## src/rtl/bram_port_scheduler_pkg.sv

```systemverilog
// Shared types for the frame block RAM port scheduler: widths, FSM states,
// stream identifiers, read-return tags and the frame-size clamp helper.
// Purpose: common definitions; latency: n/a; backpressure: n/a.
package bram_port_scheduler_pkg;

  localparam int ADDR_W_DEF     = 14;
  localparam int DATA_W_DEF     = 16;
  localparam int STEAL_WAIT_DEF = 8;

  // Largest frame is 2^13 words: half of the 16K RAM.
  localparam logic [3:0] MAX_FRAME_LOG2 = 4'd13;

  typedef enum logic [1:0] {
    ST_IDLE       = 2'd0,
    ST_FFT_BURST  = 2'd1,
    ST_IFFT_BURST = 2'd2
  } state_t;

  typedef enum logic {
    STREAM_FFT  = 1'b0,
    STREAM_IFFT = 1'b1
  } stream_t;

  typedef enum logic [1:0] {
    TAG_NONE = 2'd0,
    TAG_CORE = 2'd1,
    TAG_IFFT = 2'd2
  } rd_tag_t;

  function automatic logic [3:0] clamp_frame_size(input logic [3:0] size);
    return (size > MAX_FRAME_LOG2) ? MAX_FRAME_LOG2 : size;
  endfunction

endpackage

```

## src/rtl/bram_port_scheduler_if.sv

```systemverilog
// Bundle between the scheduler and its neighbours (FFT writer, IFFT reader,
// processing core, RAM port A). slave = scheduler side, master = environment.
// Purpose: port grouping; latency: n/a; backpressure: n/a.
interface bram_port_scheduler_if
  import bram_port_scheduler_pkg::*;
#(
  parameter int ADDR_W = ADDR_W_DEF,
  parameter int DATA_W = DATA_W_DEF
);
  logic [3:0]        frame_size;
  logic [ADDR_W-1:0] fft_base;
  logic [ADDR_W-1:0] ifft_base;
  logic              fft_frame_ready;
  logic [DATA_W-1:0] fft_din;
  logic              fft_pop;
  logic              fft_done;
  logic              ifft_frame_ready;
  logic [DATA_W-1:0] ifft_dout;
  logic              ifft_valid;
  logic              ifft_done;
  logic              core_req;
  logic              core_we;
  logic [ADDR_W-1:0] core_addr;
  logic [DATA_W-1:0] core_wdata;
  logic              core_gnt;
  logic [DATA_W-1:0] core_rdata;
  logic              core_rvalid;
  logic [ADDR_W-1:0] blk_addr;
  logic              blk_we;
  logic [DATA_W-1:0] blk_din;
  logic [DATA_W-1:0] blk_dout;
  logic              busy;

  modport slave (
    input  frame_size, fft_base, ifft_base, fft_frame_ready, fft_din,
           ifft_frame_ready, core_req, core_we, core_addr, core_wdata, blk_dout,
    output fft_pop, fft_done, ifft_dout, ifft_valid, ifft_done, core_gnt,
           core_rdata, core_rvalid, blk_addr, blk_we, blk_din, busy
  );

  modport master (
    output frame_size, fft_base, ifft_base, fft_frame_ready, fft_din,
           ifft_frame_ready, core_req, core_we, core_addr, core_wdata, blk_dout,
    input  fft_pop, fft_done, ifft_dout, ifft_valid, ifft_done, core_gnt,
           core_rdata, core_rvalid, blk_addr, blk_we, blk_din, busy
  );
endinterface

```

## src/rtl/bram_port_scheduler_burst_addr_gen.sv

```systemverilog
// Burst address generator: latches base and clamped frame size on start,
// counts words while advance is high (holds otherwise), flags word N-1.
// Ports: start/base/size load, advance steps, addr = base+cnt mod 2^ADDR_W, last.
module bram_port_scheduler_burst_addr_gen
  import bram_port_scheduler_pkg::*;
#(
  parameter int ADDR_W = ADDR_W_DEF
) (
  input  logic              clk,
  input  logic              rst,
  input  logic              start,
  input  logic [ADDR_W-1:0] base,
  input  logic [3:0]        size,
  input  logic              advance,
  output logic [ADDR_W-1:0] addr,
  output logic              last
);
  logic [ADDR_W-1:0] base_q;
  logic [ADDR_W-1:0] cnt_q;
  logic [ADDR_W-1:0] last_idx;
  logic [3:0]        size_q;

  always_ff @(posedge clk) begin
    if (rst) begin
      base_q <= '0;
      cnt_q  <= '0;
      size_q <= '0;
    end else if (start) begin
      base_q <= base;
      cnt_q  <= '0;
      size_q <= clamp_frame_size(size);
    end else if (advance) begin
      cnt_q <= cnt_q + ADDR_W'(1);
    end
  end

  assign last_idx = (ADDR_W'(1) << size_q) - ADDR_W'(1);
  // Plain ADDR_W-bit add: frames crossing the top of the RAM wrap to 0.
  assign addr     = base_q + cnt_q;
  assign last     = (cnt_q == last_idx);
endmodule

```

## src/rtl/bram_port_scheduler.sv

```systemverilog
// Schedules RAM port A among FFT frame writes, IFFT frame reads and core single-word slots.
// Latency: RAM port registered 1 cycle after grant/issue; read data returns 2 cycles after.
// Backpressure: streams start only on frame-ready levels; core holds core_req until core_gnt.
// Ports: clk, rst (sync, active high), bus (slave modport of bram_port_scheduler_if).
// Option: CORE_STEAL_EN lets a core request waiting STEAL_WAIT cycles steal one burst slot.
module bram_port_scheduler
  import bram_port_scheduler_pkg::*;
#(
  parameter int ADDR_W     = ADDR_W_DEF,
  parameter int DATA_W     = DATA_W_DEF,
  parameter int STEAL_WAIT = STEAL_WAIT_DEF
) (
  input  logic                  clk,
  input  logic                  rst,
  bram_port_scheduler_if.slave  bus
);
  state_t            state_q, state_d;
  stream_t           last_stream_q, start_stream;
  logic              prev_burst_q;
  logic              start, core_slot, advance, steal_now, fft_pop;
  logic [ADDR_W-1:0] gen_addr;
  logic              gen_last;
  logic [ADDR_W-1:0] blk_addr_q;
  logic              blk_we_q;
  logic [DATA_W-1:0] blk_din_q;
  rd_tag_t           tag1_q, tag2_q;
  logic              last1_q, last2_q;
  logic              fft_done_q;

  bram_port_scheduler_burst_addr_gen #(.ADDR_W(ADDR_W)) u_addr_gen (
    .clk     (clk),
    .rst     (rst),
    .start   (start),
    .base    ((start_stream == STREAM_FFT) ? bus.fft_base : bus.ifft_base),
    .size    (bus.frame_size),
    .advance (advance),
    .addr    (gen_addr),
    .last    (gen_last)
  );

`ifdef CORE_STEAL_EN
  localparam int WAIT_W = $clog2(STEAL_WAIT + 1);
  localparam logic [WAIT_W-1:0] WAIT_LIM = WAIT_W'(STEAL_WAIT);
  logic [WAIT_W-1:0] wait_cnt_q;

  assign steal_now = bus.core_req && (state_q != ST_IDLE) && (wait_cnt_q == WAIT_LIM);

  always_ff @(posedge clk) begin
    if (rst || state_q == ST_IDLE || core_slot) begin
      wait_cnt_q <= '0;
    end else if (bus.core_req && wait_cnt_q != WAIT_LIM) begin
      wait_cnt_q <= wait_cnt_q + WAIT_W'(1);
    end
  end
`else
  assign steal_now = 1'b0;
`endif

  // One decision per cycle. Nothing is granted while rst is high.
  always_comb begin
    state_d      = state_q;
    start        = 1'b0;
    start_stream = STREAM_FFT;
    core_slot    = 1'b0;
    advance      = 1'b0;
    if (!rst) begin
      unique case (state_q)
        ST_IDLE: begin
          // A core waiting behind a burst goes before the next burst.
          if (bus.core_req && prev_burst_q) begin
            core_slot = 1'b1;
          end else if (bus.fft_frame_ready && bus.ifft_frame_ready) begin
            start        = 1'b1;
            start_stream = (last_stream_q == STREAM_IFFT) ? STREAM_FFT : STREAM_IFFT;
          end else if (bus.fft_frame_ready) begin
            start        = 1'b1;
            start_stream = STREAM_FFT;
          end else if (bus.ifft_frame_ready) begin
            start        = 1'b1;
            start_stream = STREAM_IFFT;
          end else if (bus.core_req) begin
            core_slot = 1'b1;
          end
          if (start) begin
            state_d = (start_stream == STREAM_FFT) ? ST_FFT_BURST : ST_IFFT_BURST;
          end
        end
        ST_FFT_BURST, ST_IFFT_BURST: begin
          // A stolen slot freezes the burst counter for one cycle.
          if (steal_now) begin
            core_slot = 1'b1;
          end else begin
            advance = 1'b1;
            if (gen_last) state_d = ST_IDLE;
          end
        end
        default: state_d = ST_IDLE;
      endcase
    end
  end

  assign fft_pop = (state_q == ST_FFT_BURST) && advance;

  always_ff @(posedge clk) begin
    if (rst) begin
      state_q       <= ST_IDLE;
      last_stream_q <= STREAM_IFFT;
      prev_burst_q  <= 1'b0;
      blk_addr_q    <= '0;
      blk_we_q      <= 1'b0;
      blk_din_q     <= '0;
      tag1_q        <= TAG_NONE;
      tag2_q        <= TAG_NONE;
      last1_q       <= 1'b0;
      last2_q       <= 1'b0;
      fft_done_q    <= 1'b0;
    end else begin
      state_q    <= state_d;
      fft_done_q <= fft_pop && gen_last;
      tag2_q     <= tag1_q;
      last2_q    <= last1_q;
      blk_we_q   <= 1'b0;
      tag1_q     <= TAG_NONE;
      last1_q    <= 1'b0;
      if (start) begin
        last_stream_q <= start_stream;
        prev_burst_q  <= 1'b1;
      end
      if (core_slot) begin
        prev_burst_q <= 1'b0;
        blk_addr_q   <= bus.core_addr;
        blk_we_q     <= bus.core_we;
        tag1_q       <= bus.core_we ? TAG_NONE : TAG_CORE;
        if (bus.core_we) blk_din_q <= bus.core_wdata;
      end else if (advance) begin
        blk_addr_q <= gen_addr;
        if (state_q == ST_FFT_BURST) begin
          blk_we_q  <= 1'b1;
          blk_din_q <= bus.fft_din;
        end else begin
          tag1_q  <= TAG_IFFT;
          last1_q <= gen_last;
        end
      end
    end
  end

  // Read data passes straight from the RAM, qualified by the return tag.
  assign bus.fft_pop     = fft_pop;
  assign bus.fft_done    = fft_done_q;
  assign bus.ifft_valid  = (tag2_q == TAG_IFFT);
  assign bus.ifft_done   = (tag2_q == TAG_IFFT) && last2_q;
  assign bus.ifft_dout   = (tag2_q == TAG_IFFT) ? bus.blk_dout : '0;
  assign bus.core_gnt    = core_slot;
  assign bus.core_rvalid = (tag2_q == TAG_CORE);
  assign bus.core_rdata  = (tag2_q == TAG_CORE) ? bus.blk_dout : '0;
  assign bus.blk_addr    = blk_addr_q;
  assign bus.blk_we      = blk_we_q;
  assign bus.blk_din     = blk_din_q;
  assign bus.busy        = (state_q != ST_IDLE);
endmodule

```

## src/flat_wrapper.sv

```systemverilog
// flat-port wrapper written by rule: the top's interface ports become plain ports
module bram_port_scheduler_flat import bram_port_scheduler_pkg::*;
#(
  parameter int ADDR_W     = ADDR_W_DEF,
  parameter int DATA_W     = DATA_W_DEF,
  parameter int STEAL_WAIT = STEAL_WAIT_DEF
)
  (clk, rst, bus_frame_size, bus_fft_base, bus_ifft_base, bus_fft_frame_ready, bus_fft_din, bus_ifft_frame_ready, bus_core_req, bus_core_we, bus_core_addr, bus_core_wdata, bus_blk_dout, bus_fft_pop, bus_fft_done, bus_ifft_dout, bus_ifft_valid, bus_ifft_done, bus_core_gnt, bus_core_rdata, bus_core_rvalid, bus_blk_addr, bus_blk_we, bus_blk_din, bus_busy);
  bram_port_scheduler_if #(.ADDR_W(ADDR_W), .DATA_W(DATA_W)) bus_i ();
  input  logic clk;
  input  logic rst;
  input wire logic [$bits(bus_i.frame_size)-1:0] bus_frame_size;
  input wire logic [$bits(bus_i.fft_base)-1:0] bus_fft_base;
  input wire logic [$bits(bus_i.ifft_base)-1:0] bus_ifft_base;
  input wire logic [$bits(bus_i.fft_frame_ready)-1:0] bus_fft_frame_ready;
  input wire logic [$bits(bus_i.fft_din)-1:0] bus_fft_din;
  input wire logic [$bits(bus_i.ifft_frame_ready)-1:0] bus_ifft_frame_ready;
  input wire logic [$bits(bus_i.core_req)-1:0] bus_core_req;
  input wire logic [$bits(bus_i.core_we)-1:0] bus_core_we;
  input wire logic [$bits(bus_i.core_addr)-1:0] bus_core_addr;
  input wire logic [$bits(bus_i.core_wdata)-1:0] bus_core_wdata;
  input wire logic [$bits(bus_i.blk_dout)-1:0] bus_blk_dout;
  output wire logic [$bits(bus_i.fft_pop)-1:0] bus_fft_pop;
  output wire logic [$bits(bus_i.fft_done)-1:0] bus_fft_done;
  output wire logic [$bits(bus_i.ifft_dout)-1:0] bus_ifft_dout;
  output wire logic [$bits(bus_i.ifft_valid)-1:0] bus_ifft_valid;
  output wire logic [$bits(bus_i.ifft_done)-1:0] bus_ifft_done;
  output wire logic [$bits(bus_i.core_gnt)-1:0] bus_core_gnt;
  output wire logic [$bits(bus_i.core_rdata)-1:0] bus_core_rdata;
  output wire logic [$bits(bus_i.core_rvalid)-1:0] bus_core_rvalid;
  output wire logic [$bits(bus_i.blk_addr)-1:0] bus_blk_addr;
  output wire logic [$bits(bus_i.blk_we)-1:0] bus_blk_we;
  output wire logic [$bits(bus_i.blk_din)-1:0] bus_blk_din;
  output wire logic [$bits(bus_i.busy)-1:0] bus_busy;
  assign bus_i.frame_size = bus_frame_size;
  assign bus_i.fft_base = bus_fft_base;
  assign bus_i.ifft_base = bus_ifft_base;
  assign bus_i.fft_frame_ready = bus_fft_frame_ready;
  assign bus_i.fft_din = bus_fft_din;
  assign bus_i.ifft_frame_ready = bus_ifft_frame_ready;
  assign bus_i.core_req = bus_core_req;
  assign bus_i.core_we = bus_core_we;
  assign bus_i.core_addr = bus_core_addr;
  assign bus_i.core_wdata = bus_core_wdata;
  assign bus_i.blk_dout = bus_blk_dout;
  assign bus_fft_pop = bus_i.fft_pop;
  assign bus_fft_done = bus_i.fft_done;
  assign bus_ifft_dout = bus_i.ifft_dout;
  assign bus_ifft_valid = bus_i.ifft_valid;
  assign bus_ifft_done = bus_i.ifft_done;
  assign bus_core_gnt = bus_i.core_gnt;
  assign bus_core_rdata = bus_i.core_rdata;
  assign bus_core_rvalid = bus_i.core_rvalid;
  assign bus_blk_addr = bus_i.blk_addr;
  assign bus_blk_we = bus_i.blk_we;
  assign bus_blk_din = bus_i.blk_din;
  assign bus_busy = bus_i.busy;
  bram_port_scheduler #(.ADDR_W(ADDR_W), .DATA_W(DATA_W), .STEAL_WAIT(STEAL_WAIT)) u_core (.clk(clk), .rst(rst), .bus(bus_i));
endmodule
```

## config.mk

```make
export PLATFORM = sky130hd
export DESIGN_NAME = bram_port_scheduler_flat
export DESIGN_NICKNAME = d
export VERILOG_FILES = /design/src/rtl/bram_port_scheduler_pkg.sv /design/src/rtl/bram_port_scheduler_if.sv /design/src/rtl/bram_port_scheduler_burst_addr_gen.sv /design/src/rtl/bram_port_scheduler.sv /design/src/flat_wrapper.sv
export SDC_FILE = /design/constraint.sdc
export NUM_CORES = 1
export LEC_CHECK = 0
export ABC_AREA = 1
export CORE_UTILIZATION = 45
export CTS_BUF_LIST = sky130_fd_sc_hd__clkbuf_4 sky130_fd_sc_hd__clkbuf_8 sky130_fd_sc_hd__clkbuf_16
export CTS_CLUSTER_SIZE = 8
export DETAILED_ROUTE_END_ITERATION = 10
export PLACE_DENSITY = 0.82
export SYNTH_ARGS = -nofsm -noshare
export SYNTH_HDL_FRONTEND = slang
export SYNTH_SLANG_ARGS = --single-unit
```

## constraint.sdc

```tcl
create_clock -name clk -period 2.8 [get_ports clk]
set_input_delay 0.28 -clock clk [delete_from_list [all_inputs] [get_ports clk]]
set_output_delay 0.28 -clock clk [all_outputs]
set_load 0.03 [all_outputs]
```

---- After elaboration in Yosys (flattened, before gate mapping) ----
Index checks and enable logic that the tools add are counted.
Widths: inputs -> output; s select.
cells by class
  mux-type cells .......................... 46
  reductions and logical operators ........ 15
  shift operators ......................... 1
  $lt $le $gt $ge ......................... 1
  bitwise logic cells ..................... 1
  add/subtract/negate cells ............... 3
  equal/unequal tests ..................... 8
operators by type and width
  cell                   number
  $mux 16                6
  $mux 14                3
  $mux 1                 29
  $add 14x1->14 const B  1
  $add 14x14->14         1
  $eq 14x14->1           1
  $shl 1x4->14 const A   1
  $sub 14x2->14 const B  1
  $mux 2                 6
  $reduce_bool 2->1      3
  $reduce_or 2->1        3
  $logic_and 1x1->1      5
  $eq 2x1->1 const B     2
  $eq 2x2->1 const B     2
  $gt 4x4->1 const B     1
  $mux 4                 1
  $ne 2x2->1 const B     2
  $pmux 2 s2             1
  $reduce_or 4->1        1
  $reduce_and 3->1       1
  $logic_not 2->1        1
  $ne 2x1->1 const B     1
  $reduce_and 2->1       1
  $not 1->1              1
word-level totals
  flip-flop bits (word level) ............. 74
  bits of input ports ..................... 100

---- Longest topological paths before layout ----
Gate-level depths: netlist (run 1).
  depth after elaboration ................. 9
  depth in mapped cells ................... 17
  gate-level depth less buffers ........... 16

---- Cells and area by module ----
A second synthesis (run 1) with hierarchy kept.
second synthesis, totals
  cell total of the unflattened synthesis .. 842
  area, all modules ....................... 5,022.3 um^2
by module, submodules not included
  module                              sequential area each (um^2)  area each (um^2)  cells an instance  times used
  bram_port_scheduler                 840.8                        2,680.1           481                1
  bram_port_scheduler_burst_addr_gen  640.6                        2,342.2           361                1

---- Least setup slack after synthesis (run 1) ----
No wires, ideal clock.
  path type ............................... reg2out
  start ................................... reg u_core.tag2_q[1]
  end ..................................... out bus_ifft_dout[10]
  setup slack ............................. 0.755 ns
  path buffers ............................ 1
  stages on the path, launching flop included .. 6
  data required time ...................... 2.520 ns
  data arrival time ....................... 1.765 ns
  cells stage by stage .................... dfxtp_1 > inv_1 > nor2_1 > clkinv_1 > clkbuf_1 > nor2_1
on the way
  cells in the longest elaborated chain, start to end .. 2
RTL lines
  what                      RTL line                    source
  start: declaration        bram_port_scheduler.sv:26   rd_tag_t tag1_q, tag2_q;
  start signal: assignment  bram_port_scheduler.sv:120  tag2_q <= tag1_q;
  $eq 2x2->1                n/a
  via bus_ifft_valid        flat_wrapper.sv:26          output wire logic [$bits(bus_i.ifft_valid)-1:0] bus_ifft_valid;
  $mux 16                   bram_port_scheduler.sv:153  assign bus.ifft_dout = (tag2_q == TAG_IFFT) ? bus.blk_dout : '0;
  end: declaration          flat_wrapper.sv:25          output wire logic [$bits(bus_i.ifft_dout)-1:0] bus_ifft_dout;
The timed path passes the listed nets, and every way through them passes these cells.

---- Final worst setup path (run 1) ----
  start ................................... reg u_core.tag2_q[1]
  end ..................................... out bus_ifft_dout[5]
on the way
  cells in the longest elaborated chain, start to end .. 2
RTL lines
  what        RTL line
  $eq 2x2->1  bram_port_scheduler.sv:153
  $mux 16     bram_port_scheduler.sv:153
Every way passes these cells.

==> results.tsv, run 1 <==
stage	metric	value	unit
worst_setup_path	slowest stage cell on the critical path	clkdlybuf4s50_1	
drt	Detail Route Antenna Nets	0	
power	Leak Pwr	2.87	nW
yosys	synth cell count leaders	175 x nand2_1, 91 x nor2_1, 74 x dfxtp_1, 74 x inv_1, 51 x nand3_1	
yosys	synthesized area per cell	6.52	µm²
yosys	ys flop type	dfxtp_1	
global_routing	vias in the first global route	4742	
yosys	Synth Cell Area	0.00445	mm²
sta	Final Critical Period	2.43	ns
drt	DRC viols	0	
yosys	post-synth top area cell	dfxtp_1	
sta	Worst Tran Pin Value	0.845	ns
worst_setup_path	Critical Path AT	2.15	ns
worst_setup_path	crit end category	primary output	
run	max_cap viols	0	
yosys	most frequent cell after synthesis	nand2_1	
yosys	Synth top area share	33.3	%
sta	fin worst setup slack	0.375	ns
sta	Hold Vio Cnt, Final	0	
floorplan	die width	101	µm
clocking	CTS Hold Buffers Added	0	
sta	Final Setup Violations	0	
yosys	Synth cell types	41	
worst_setup_path	crit-path max FO	17	
clocking	TritonCTS Sinks	74	
cells_and_area	post-layout instance count excluding filler cells	980	
placement	dpl cells	964	
yosys	number of synthesized flops with an enable pin	0	
clocking	Setup Buffers After CTS	0	
sta	slew margin rel.	43.4	%
floorplan	Row Count	35	
cells_and_area	fraction of layout cells with a size suffix above 1	6.23	%
clocking	CTS tree	done	
floorplan	Starting Density	47.2	%
worst_setup_path	Critical Path Max Stage Delay	0.70	ns
global_routing	GRT overflow	0	
placement	Port Buffer Count	169	
sta	RSZ-0062 raised after global routing	false	
yosys	#FFs+latches synth	74	
yosys	Area contributors post-synth	dfxtp_1 33%, nand2_1 15%, nor2_1 7.7%	
yosys	syn nets	800	
global_routing	initial antenna violation count	0	
worst_setup_path	Critical Path RT	2.52	ns
cells_and_area	ANT cells	0	
sta	Fin Clk Skew	0.00919	ns
drt	Vias	5024	
cells_and_area	Syn-to-layout area delta	45.0	%
placement	Place WS	0.224	ns
yosys	Synth async-reset ratio	0	%
power	worst vdd ir	333	µV
floorplan	Ports	170	
worst_setup_path	CP delay by family, top	buffers and inverters	
power	P per Cell Area	626	mW/mm²
worst_setup_path	crit-path most repeated cell	nor2_1	
cells_and_area	Nets	964	
clocking	clk slew on worst S/H paths	0.08	ns
floorplan	Die Area	0.0103	mm²
sta	max-slew violation count	0	
clocking	# resized after CTS	0	
yosys	sequential fraction of the synthesis area	33.3	%
hold_path	path category of the worst min-delay check	flip-flop to flip-flop	
global_routing	Tot GR Track Use	27.1	%
outcome	status	finished clean	
worst_setup_path	CP cell instances	inv_1 > nor2_1 > clkinv_1 > nor2_1 > clkdlybuf4s50_1	
global_routing	largest net degree at the start of global routing	34	
worst_setup_path	WP buf/inv	3	
drt	vias per inst	5.13	
drt	Iter 0 DRT Violations	280	
drt	First-pass DRT Iterations	5	
cells_and_area	fill count	814	
floorplan	Core Region	0.00942	mm²
clocking	# H-tree levels	3	
worst_setup_path	crit path kind	flip-flop to primary output	
clocking	cts bufs inserted	9	
sta	Period Utilization, post-route	86.6	%
sta	Fmax	0.412	GHz
clocking	Clk Latency, worst-skew pair	0.35	ns
floorplan	Die Y	101	µm
yosys	YS warnings	0	
placement	GPL Wtd Cong	0.933	
drt	Routed wire per std cell	14.1	µm
placement	Detailed Place HPWL	10900	µm
yosys	cell count after synthesis	682	
global_routing	first-pass GRT wire length	21900	µm
clocking	Bufs on Longest Clock Path	2	
clocking	CTS Root Buffer Type	clkbuf_8	
sta	setup TNS	0	ns
worst_setup_path	Worst Setup Start Kind	flip-flop	
drt	routed wire length	13800	µm
==> cells in the final DEF, fill, tap and decap left out, types with 17 or more instances in the layout <==
master | Yosys | routed
nand2_1 | 175 | 175
clkdlybuf4s50_1 | 0 | 168
nor2_1 | 91 | 91
inv_1 | 74 | 74
dfxtp_1 | 74 | 74
nand3_1 | 51 | 51
o21ai_0 | 43 | 43
a21oi_1 | 40 | 40
o211a_1 | 17 | 17
ha_1 | 17 | 17
==> cell families (layout without fill, tap and decap cells) <==
kind of cell	after synthesis	count (layout)	synth area share (%)
AOI/OAI and AO/OA	131	131	17.8
xor gates and xnor gates	7	7	1.38
and+or+nand+nor	344	344	32.4
adders and majority gates	18	18	5.23
DFF	74	74	33.3
buffers and inverters	108	277	9.88
==> worst reg2reg max path: stages, from the launching register on <==
cell	delay, ns
dfxtp_1	0.44
nor2_4	0.25
nand2_1	0.12
ha_1	0.32
inv_1	0.04
nand2_1	0.05
nand2_1	0.04
nor2_1	0.17
nand2_1	0.08
nor2_1	0.09
nand3_1	0.09
nor2_2	0.10
nand2_2	0.11
nand2_2	0.11
nand2_1	0.07
nand2_1	0.08
a21oi_2	0.05
==> power breakdown <==
group / total [W] / switching (W) / internal [W]
Combinational: 0.00175 / 0.00107 / 0.000673
Sequential: 0.00137 / 0.000140 / 0.00123
Clock: 0.000922 / 0.000422 / 0.000500
Total: 0.00404 / 0.00163 / 0.00240
==> per-layer routing <==
metal	track usage, %	wire [µm]
met1	33.4	6040
met2	48.1	6630
met3	5.18	895
met4	7.47	213
met5	0	0
==> state kept, by name (all words and copies together), names as in the netlist, 2 cells and up <==
signal / count
u_core.u_addr_gen.size_q: 4
u_core.bus.blk_din: 16
u_core.state_q: 2
u_core.tag1_q: 2
u_core.bus.blk_addr: 14
u_core.tag2_q: 2
u_core.u_addr_gen.cnt_q: 14
u_core.u_addr_gen.base_q: 14
==> metrics by stage <==
step	total power (W)	area, µm²	hold slack, ns	utilization, %
after global placement	0.00307	6230	0.393	66.2
after global routing	0.00430	6450	0.431	68.5
after detailed placement	0.00311	6230	0.399	66.2
final	0.00404	6450	0.407	68.5
after CTS	0.00403	6450	0.407	68.5
after floorplan	0.00248	4450	0.388	-
==> worst paths after layout <==
kind / start / end / slack, ns / depth (start not counted)
max: u_core.tag2_q[1]$_SDFF_PP0_ / bus_ifft_dout[5] / 0.37 / 5
min: u_core.last1_q$_SDFF_PP0_ / u_core.last2_q$_SDFF_PP0_ / 0.41 / 2
min reg2reg: u_core.last1_q$_SDFF_PP0_ / u_core.last2_q$_SDFF_PP0_ / 0.41 / 2
max reg2reg: u_core.u_addr_gen.size_q[3]$_SDFFE_PP0P_ / u_core.state_q[1]$_SDFFE_PP0P_ / 0.46 / 16
==> layout make-up <==
| type | count | area, µm² | share of cell area [%] |
|---|---|---|---|
| inverters | 85 | 319 | 4.95 |
| repair buffers | 176 | 1740 | 27.0 |
| clock buffers | 9 | 124 | 1.92 |
| well taps | 129 | 161 | 2.50 |
| flip-flops and latches | 74 | 1480 | 23.0 |
| clock inverters | 7 | 93.8 | 1.46 |
| multi-input cells | 500 | 2530 | 39.2 |
(Power assumes the default switching activity.)
==> run 2: changes to the inputs <==
--- a/config.mk
+++ b/config.mk
@@ -6,11 +6,14 @@
 export NUM_CORES = 1
 export LEC_CHECK = 0
 export ABC_AREA = 1
+export ABC_CLOCK_PERIOD_IN_PS = 2800
 export CORE_UTILIZATION = 45
 export CTS_BUF_LIST = sky130_fd_sc_hd__clkbuf_4 sky130_fd_sc_hd__clkbuf_8 sky130_fd_sc_hd__clkbuf_16
 export CTS_CLUSTER_SIZE = 8
 export DETAILED_ROUTE_END_ITERATION = 10
+export HOLD_SLACK_MARGIN = 0.02
 export PLACE_DENSITY = 0.82
+export SLEW_MARGIN = 20
 export SYNTH_ARGS = -nofsm -noshare
 export SYNTH_HDL_FRONTEND = slang
 export SYNTH_SLANG_ARGS = --single-unit
==> results of run 2 <==
The final DEF is identical to that of run 1; final timing and power are the same.
